--- src/rtl/axi_read_arbiter.sv ---
// Round-robin arbiter sharing one AXI read slave (AR + R) among NumMasters masters.
// One burst in flight at a time; R beats are counted against ARLEN to flag slave length errors.
module axi_read_arbiter #(
  parameter int BusWidth   = 32,
  parameter int TagBits    = 4,
  parameter int NumMasters = 2
) (
  input  logic                                         ACLK,
  input  logic                                         ARESETn,
  input  logic [NumMasters-1:0]                        M_ARVALID,
  output logic [NumMasters-1:0]                        M_ARREADY,
  input  logic [NumMasters*(TagBits+BusWidth+8)-1:0]   M_ARPAYLOAD,
  output logic [BusWidth-1:0]                          M_RDATA,
  output logic [TagBits-1:0]                           M_RID,
  output logic [1:0]                                   M_RRESP,
  output logic                                         M_RLAST,
  output logic [NumMasters-1:0]                        M_RVALID,
  input  logic [NumMasters-1:0]                        M_RREADY,
  output logic [TagBits-1:0]                           S_ARID,
  output logic [BusWidth-1:0]                          S_ARADDR,
  output logic [3:0]                                   S_ARLEN,
  output logic [1:0]                                   S_ARSIZE,
  output logic [1:0]                                   S_ARBURST,
  output logic                                         S_ARVALID,
  input  logic                                         S_ARREADY,
  input  logic [TagBits-1:0]                           S_RID,
  input  logic [BusWidth-1:0]                          S_RDATA,
  input  logic [1:0]                                   S_RRESP,
  input  logic                                         S_RLAST,
  input  logic                                         S_RVALID,
  output logic                                         S_RREADY,
  output logic [NumMasters-1:0]                        GRANT,
  output logic                                         LEN_ERR
);

  localparam int PayW = TagBits + BusWidth + 8;
  localparam int IdxW = $clog2(NumMasters);

  typedef enum logic [1:0] {IDLE, ADDR, DATA} state_t;

  state_t                  state_reg, state_next;
  logic [IdxW-1:0]         ptr_reg;
  logic [IdxW-1:0]         gidx_reg;
  logic [NumMasters-1:0]   grant_reg;
  logic [TagBits-1:0]      s_arid_reg;
  logic [BusWidth-1:0]     s_araddr_reg;
  logic [3:0]              s_arlen_reg;
  logic [1:0]              s_arsize_reg;
  logic [1:0]              s_arburst_reg;
  logic                    s_arvalid_reg;
  logic [3:0]              cnt_reg;
  logic                    len_err_reg;

  logic [PayW-1:0]         pay [NumMasters];
  logic [IdxW-1:0]         win_idx;
  logic [IdxW-1:0]         cand_idx;
  logic [NumMasters-1:0]   win_onehot;
  logic                    found;
  logic                    ar_hs;
  logic                    s_ar_hs;
  logic                    r_hs;
  logic                    in_data;
  int                      cand;

  genvar gi;
  generate
    for (gi = 0; gi < NumMasters; gi++) begin : g_master
      assign pay[gi]        = M_ARPAYLOAD[gi*PayW +: PayW];
      assign win_onehot[gi] = (win_idx == IdxW'(gi));
      assign M_ARREADY[gi]  = ar_hs && win_onehot[gi];
      assign M_RVALID[gi]   = in_data && (gidx_reg == IdxW'(gi)) && S_RVALID;
    end
  endgenerate

  // First requester at or after the pointer, searching with wrap-around.
  always_comb begin
    found    = 1'b0;
    win_idx  = '0;
    cand     = 0;
    cand_idx = '0;
    for (int k = 0; k < NumMasters; k++) begin
      cand = int'(ptr_reg) + k;
      if (cand >= NumMasters) cand = cand - NumMasters;
      cand_idx = IdxW'(cand);
      if (!found && M_ARVALID[cand_idx]) begin
        found   = 1'b1;
        win_idx = cand_idx;
      end
    end
  end

  // Reset gating keeps the combinational AR ready low while reset is held.
  assign ar_hs    = ARESETn && (state_reg == IDLE) && found;
  assign s_ar_hs  = s_arvalid_reg && S_ARREADY;
  assign in_data  = (state_reg == DATA);
  assign S_RREADY = in_data && M_RREADY[gidx_reg];
  assign r_hs     = in_data && S_RVALID && S_RREADY;

  assign M_RDATA   = S_RDATA;
  assign M_RID     = S_RID;
  assign M_RRESP   = S_RRESP;
  assign M_RLAST   = S_RLAST;

  assign S_ARID    = s_arid_reg;
  assign S_ARADDR  = s_araddr_reg;
  assign S_ARLEN   = s_arlen_reg;
  assign S_ARSIZE  = s_arsize_reg;
  assign S_ARBURST = s_arburst_reg;
  assign S_ARVALID = s_arvalid_reg;
  assign GRANT     = grant_reg;
  assign LEN_ERR   = len_err_reg;

  always_comb begin
    state_next = state_reg;
    case (state_reg)
      IDLE:    if (ar_hs) state_next = ADDR;
      ADDR:    if (s_ar_hs) state_next = DATA;
      DATA:    if (r_hs && S_RLAST) state_next = IDLE;
      default: state_next = IDLE;
    endcase
  end

  always_ff @(posedge ACLK or negedge ARESETn) begin
    if (!ARESETn) begin
      state_reg <= IDLE;
    end else begin
      state_reg <= state_next;
    end
  end

  always_ff @(posedge ACLK or negedge ARESETn) begin
    if (!ARESETn) begin
      ptr_reg       <= '0;
      gidx_reg      <= '0;
      grant_reg     <= '0;
      s_arid_reg    <= '0;
      s_araddr_reg  <= '0;
      s_arlen_reg   <= '0;
      s_arsize_reg  <= '0;
      s_arburst_reg <= '0;
      s_arvalid_reg <= 1'b0;
      cnt_reg       <= '0;
      len_err_reg   <= 1'b0;
    end else begin
      if (ar_hs) begin
        {s_arid_reg, s_araddr_reg, s_arlen_reg, s_arsize_reg, s_arburst_reg} <= pay[win_idx];
        s_arvalid_reg <= 1'b1;
        grant_reg     <= win_onehot;
        gidx_reg      <= win_idx;
        ptr_reg       <= (win_idx == IdxW'(NumMasters - 1)) ? '0 : win_idx + IdxW'(1);
      end
      if (s_ar_hs) begin
        s_arvalid_reg <= 1'b0;
        cnt_reg       <= s_arlen_reg;
      end
      if (r_hs) begin
        if (cnt_reg != 4'd0) cnt_reg <= cnt_reg - 4'd1;
        // Early last (count remaining) or late last (count exhausted, no RLAST).
        if (S_RLAST == (cnt_reg != 4'd0)) len_err_reg <= 1'b1;
        if (S_RLAST) grant_reg <= '0;
      end
    end
  end

endmodule
--- config.mk ---
export PLATFORM = sky130hd
export DESIGN_NAME = axi_read_arbiter
export DESIGN_NICKNAME = d
export VERILOG_FILES = /design/src/rtl/axi_read_arbiter.sv
export SDC_FILE = /design/constraint.sdc
export NUM_CORES = 1
export LEC_CHECK = 0
export CAP_MARGIN = 25
export CORE_ASPECT_RATIO = 0.75
export CORE_MARGIN = 3
export CORE_UTILIZATION = 33
export DETAILED_ROUTE_END_ITERATION = 12
export HOLD_SLACK_MARGIN = 0.12
export MAX_ROUTING_LAYER = met4
export PLACE_DENSITY = 0.89
export SLEW_MARGIN = 20
export SYNTH_ARGS = -nofsm -noshare
export SYNTH_HDL_FRONTEND = slang
export SYNTH_SLANG_ARGS = --single-unit
--- constraint.sdc ---
create_clock -name ACLK -period 1.6 [get_ports ACLK]
set_input_delay 0.16 -clock ACLK [delete_from_list [all_inputs] [get_ports ACLK]]
set_output_delay 0.16 -clock ACLK [all_outputs]
set_load 0.01 [all_outputs]
==> out/metrics.cfg <==
[routing]
firstDrtPassIters=5
via_per_inst=5.35
routed_wl_um=9030
route.vias.total=2613
ant_nets=0
wl_per_cell_um=18.5
drc=0
detail_route.iter0.violations=318

[cts]
cts_tree=yes
insertion_delay_ns=0.30
htreeDepth=2
path_clk_slew_ns=0.10
clock_sinks=56
clk_path_buf_depth=2
cts_buffers=5
cts_root_buffer=clkbuf_8

[pwr]
irDropWorstVdd_mv=0.752
clkPwrFrac=0.122
p_leak_nw=2.05
internal-power_w=0.00473
power_density_mw_per_mm2=1610
seqPwrFrac=0.357
combPwrFrac=0.521
p_sw_frac=0.340
p_total_w=0.00717
p_sw_w=0.00244

[outcome]
violations=negative setup slack
status=finished, violations left

[global_routing]
grt_remaining_overflow=0
grt_pass1_vias=2634
grt_start_max_net_pins=57
grt_usage=0.185
antenna_found_initial=0
grt_pass1_wl_um=13700

[die]
chipWidth_um=111
dieArea_mm2=0.00946
core_mm2=0.00799
start_util=0.344
rows=28
die_y_um=85.0
ios=227

[worst_hold_path]
holdPathEnd=M_RID[1]
hold_start=S_RID[1]
whs_path_depth=0
hold_class=in -> out

[critical_path]
r2r_start=state_reg[0]
r2r_slack_ns=-0.11
cp-start-kind=flip-flop
reg2reg_to=S_ARADDR[28]
cp_max_fo=19
critPathKind=reg -> reg
cp-end-kind=flip-flop
cp.arrival_ns=1.88
critPathRequiredTime_ns=1.77
r2r_cells=6

[placement]
gp_congestion=0.893
dp_hpwl_um=6560
dp_cells=470
port_buffers=150

[synthesis]
ys_types=35
synth_top_flop_cell=dfrtp_1
syn_nets=387
syn_inst=251
yosysMostFrequentCell=dfrtp_1
synth.area.top_cells=dfrtp_1, a222oi_1, buf_4, inv_1, buf_6
yosysTopAreaCell=dfrtp_1
syn_area_per_cell_um2=10.9
synth_area_mm2=0.00274
synthArstFlopShare=1.00
synth_top_area_frac=0.511
ys_ff_latch=56
synth_common_cells=dfrtp_1, inv_1, a222oi_1
ys_seq_area_frac=0.511
synth-edff-count=0
yosys_warnings=0

[final_layout]
drive_gt1_frac=0.151
instances_no_fill=488
largest_reg_flops=32
num_antenna_cells=0
areaGrowthSynthToFinish_pct=62.3
nets=520

[sta]
skew_ns=0.0114
slew_headroom=0.529
setup_viol=39
tightest_slew_ns=0.706
setup_slack_ns=-0.112
hold_violations=0
post-route-period-util=1.07
finalCriticalPeriod_ns=1.71
drv_slew=0
fmax_ghz=0.584
rsz0062_at_grt=true

[run]
maxCapViolCount=0

==> per-layer routing <==
metal,vias up,global-route usage,wire length [um]
met3,2,0.0649,963
met1,1293,0.212,3510
met4,0,0.0343,21
met2,180,0.320,4540
li1,1138,-,-
met5,-,-,0
==> worst max-delay path, stage by stage, from the launching register on <==
cell and delay (ns):
dfrtp_1 0.42, nor3b_4 0.28, buf_4 0.17, o21ai_4 0.08, buf_12 0.17, a222oi_1 0.35
inv_1 0.10
==> area by class of cell <==
| type | instances | area, um2 |
|---|---|---|
| Clock inverter | 1 | 30.0 |
| Fill cell | 669 | 3530 |
| Multi-Input combinational cell | 93 | 842 |
| Timing Repair Buffer | 181 | 1800 |
| Inverter | 47 | 176 |
| Tap cell | 105 | 131 |
| Sequential cell | 56 | 1400 |
| Clock buffer | 5 | 68.8 |
==> cells in the final DEF (no fill, tap or decap), types with 2 or more instances in the layout <==
cell | Yosys | final
nand2_1 | 4 | 4
clkbuf_8 | 0 | 5
dfrtp_1 | 56 | 55
mux2i_1 | 3 | 3
a222oi_1 | 44 | 44
nand2b_1 | 3 | 3
a21oi_1 | 4 | 3
buf_6 | 4 | 6
nor2_4 | 1 | 2
nor2_1 | 8 | 6
clkdlybuf4s50_1 | 0 | 144
buf_4 | 39 | 21
inv_1 | 47 | 47
buf_12 | 0 | 4
buf_2 | 7 | 3
and3_4 | 0 | 2
a21o_2 | 2 | 2
a221o_1 | 2 | 2
==> kinds of logic after synthesis <==
logic type,share of synthesized area
adder cells (fa/ha/maj),0.00456
buffers and inverters,0.207
AND/OR/NAND/NOR,0.0570
XOR/XNOR,0.00319
multiplexers,0.0160
flip-flops,0.511
AO/OA/AOI/OAI,0.202
==> power by group through the flow <==
stage	clock network [W]	registers, W	logic [W]
floorplan	0	0.00276	0.00138
global placement	0	0.00251	0.00343
detailed placement	0	0.00256	0.00356
CTS	0.000927	0.00255	0.00362
global route	0.000993	0.00264	0.00400
finish	0.000877	0.00255	0.00373
==> how the worst max path moves through the flow <==
stage | slack, ns | startpoint | cells past startpoint | end
2_1_floorplan | 0.13 | cnt_reg[0] | 5 | cnt_reg[3]
6_report | -0.11 | state_reg[0] | 6 | S_ARADDR[28]
3_5_place_dp | -0.17 | M_ARVALID[1] | 6 | S_ARADDR[20]
5_1_grt | -0.15 | state_reg[0] | 6 | S_ARADDR[23]
4_1_cts | -0.05 | state_reg[1] | 6 | S_ARADDR[20]
3_3_place_gp | -0.08 | M_ARVALID[1] | 6 | S_ARADDR[20]
==> per-stage QoR <==
stage	instance area (um2)	utilization	worst slack, ns	hold slack (ns)	setup TNS (ns)
after global routing	4450	0.557	-0.148	0.320	-4.89
after detailed placement	4190	0.524	-0.168	0.320	-5.05
final	4450	0.557	-0.112	0.320	-1.18
after global placement	4190	0.524	-0.0814	0.320	-2.48
after CTS	4350	0.544	-0.0528	0.320	-0.308
after floorplan	2740	-	0.132	-0.136	0
==> what timing repair did <==
action,CTS,global route
gates cloned,0,1
buffers inserted,4,6
pin swaps,7,18
endpoints found under the setup margin,17,55
resized for setup,21,18
hold buffers,1,0
endpoints found under the hold margin,56,0
No activity file was read; power rests on OpenSTA's default activity.
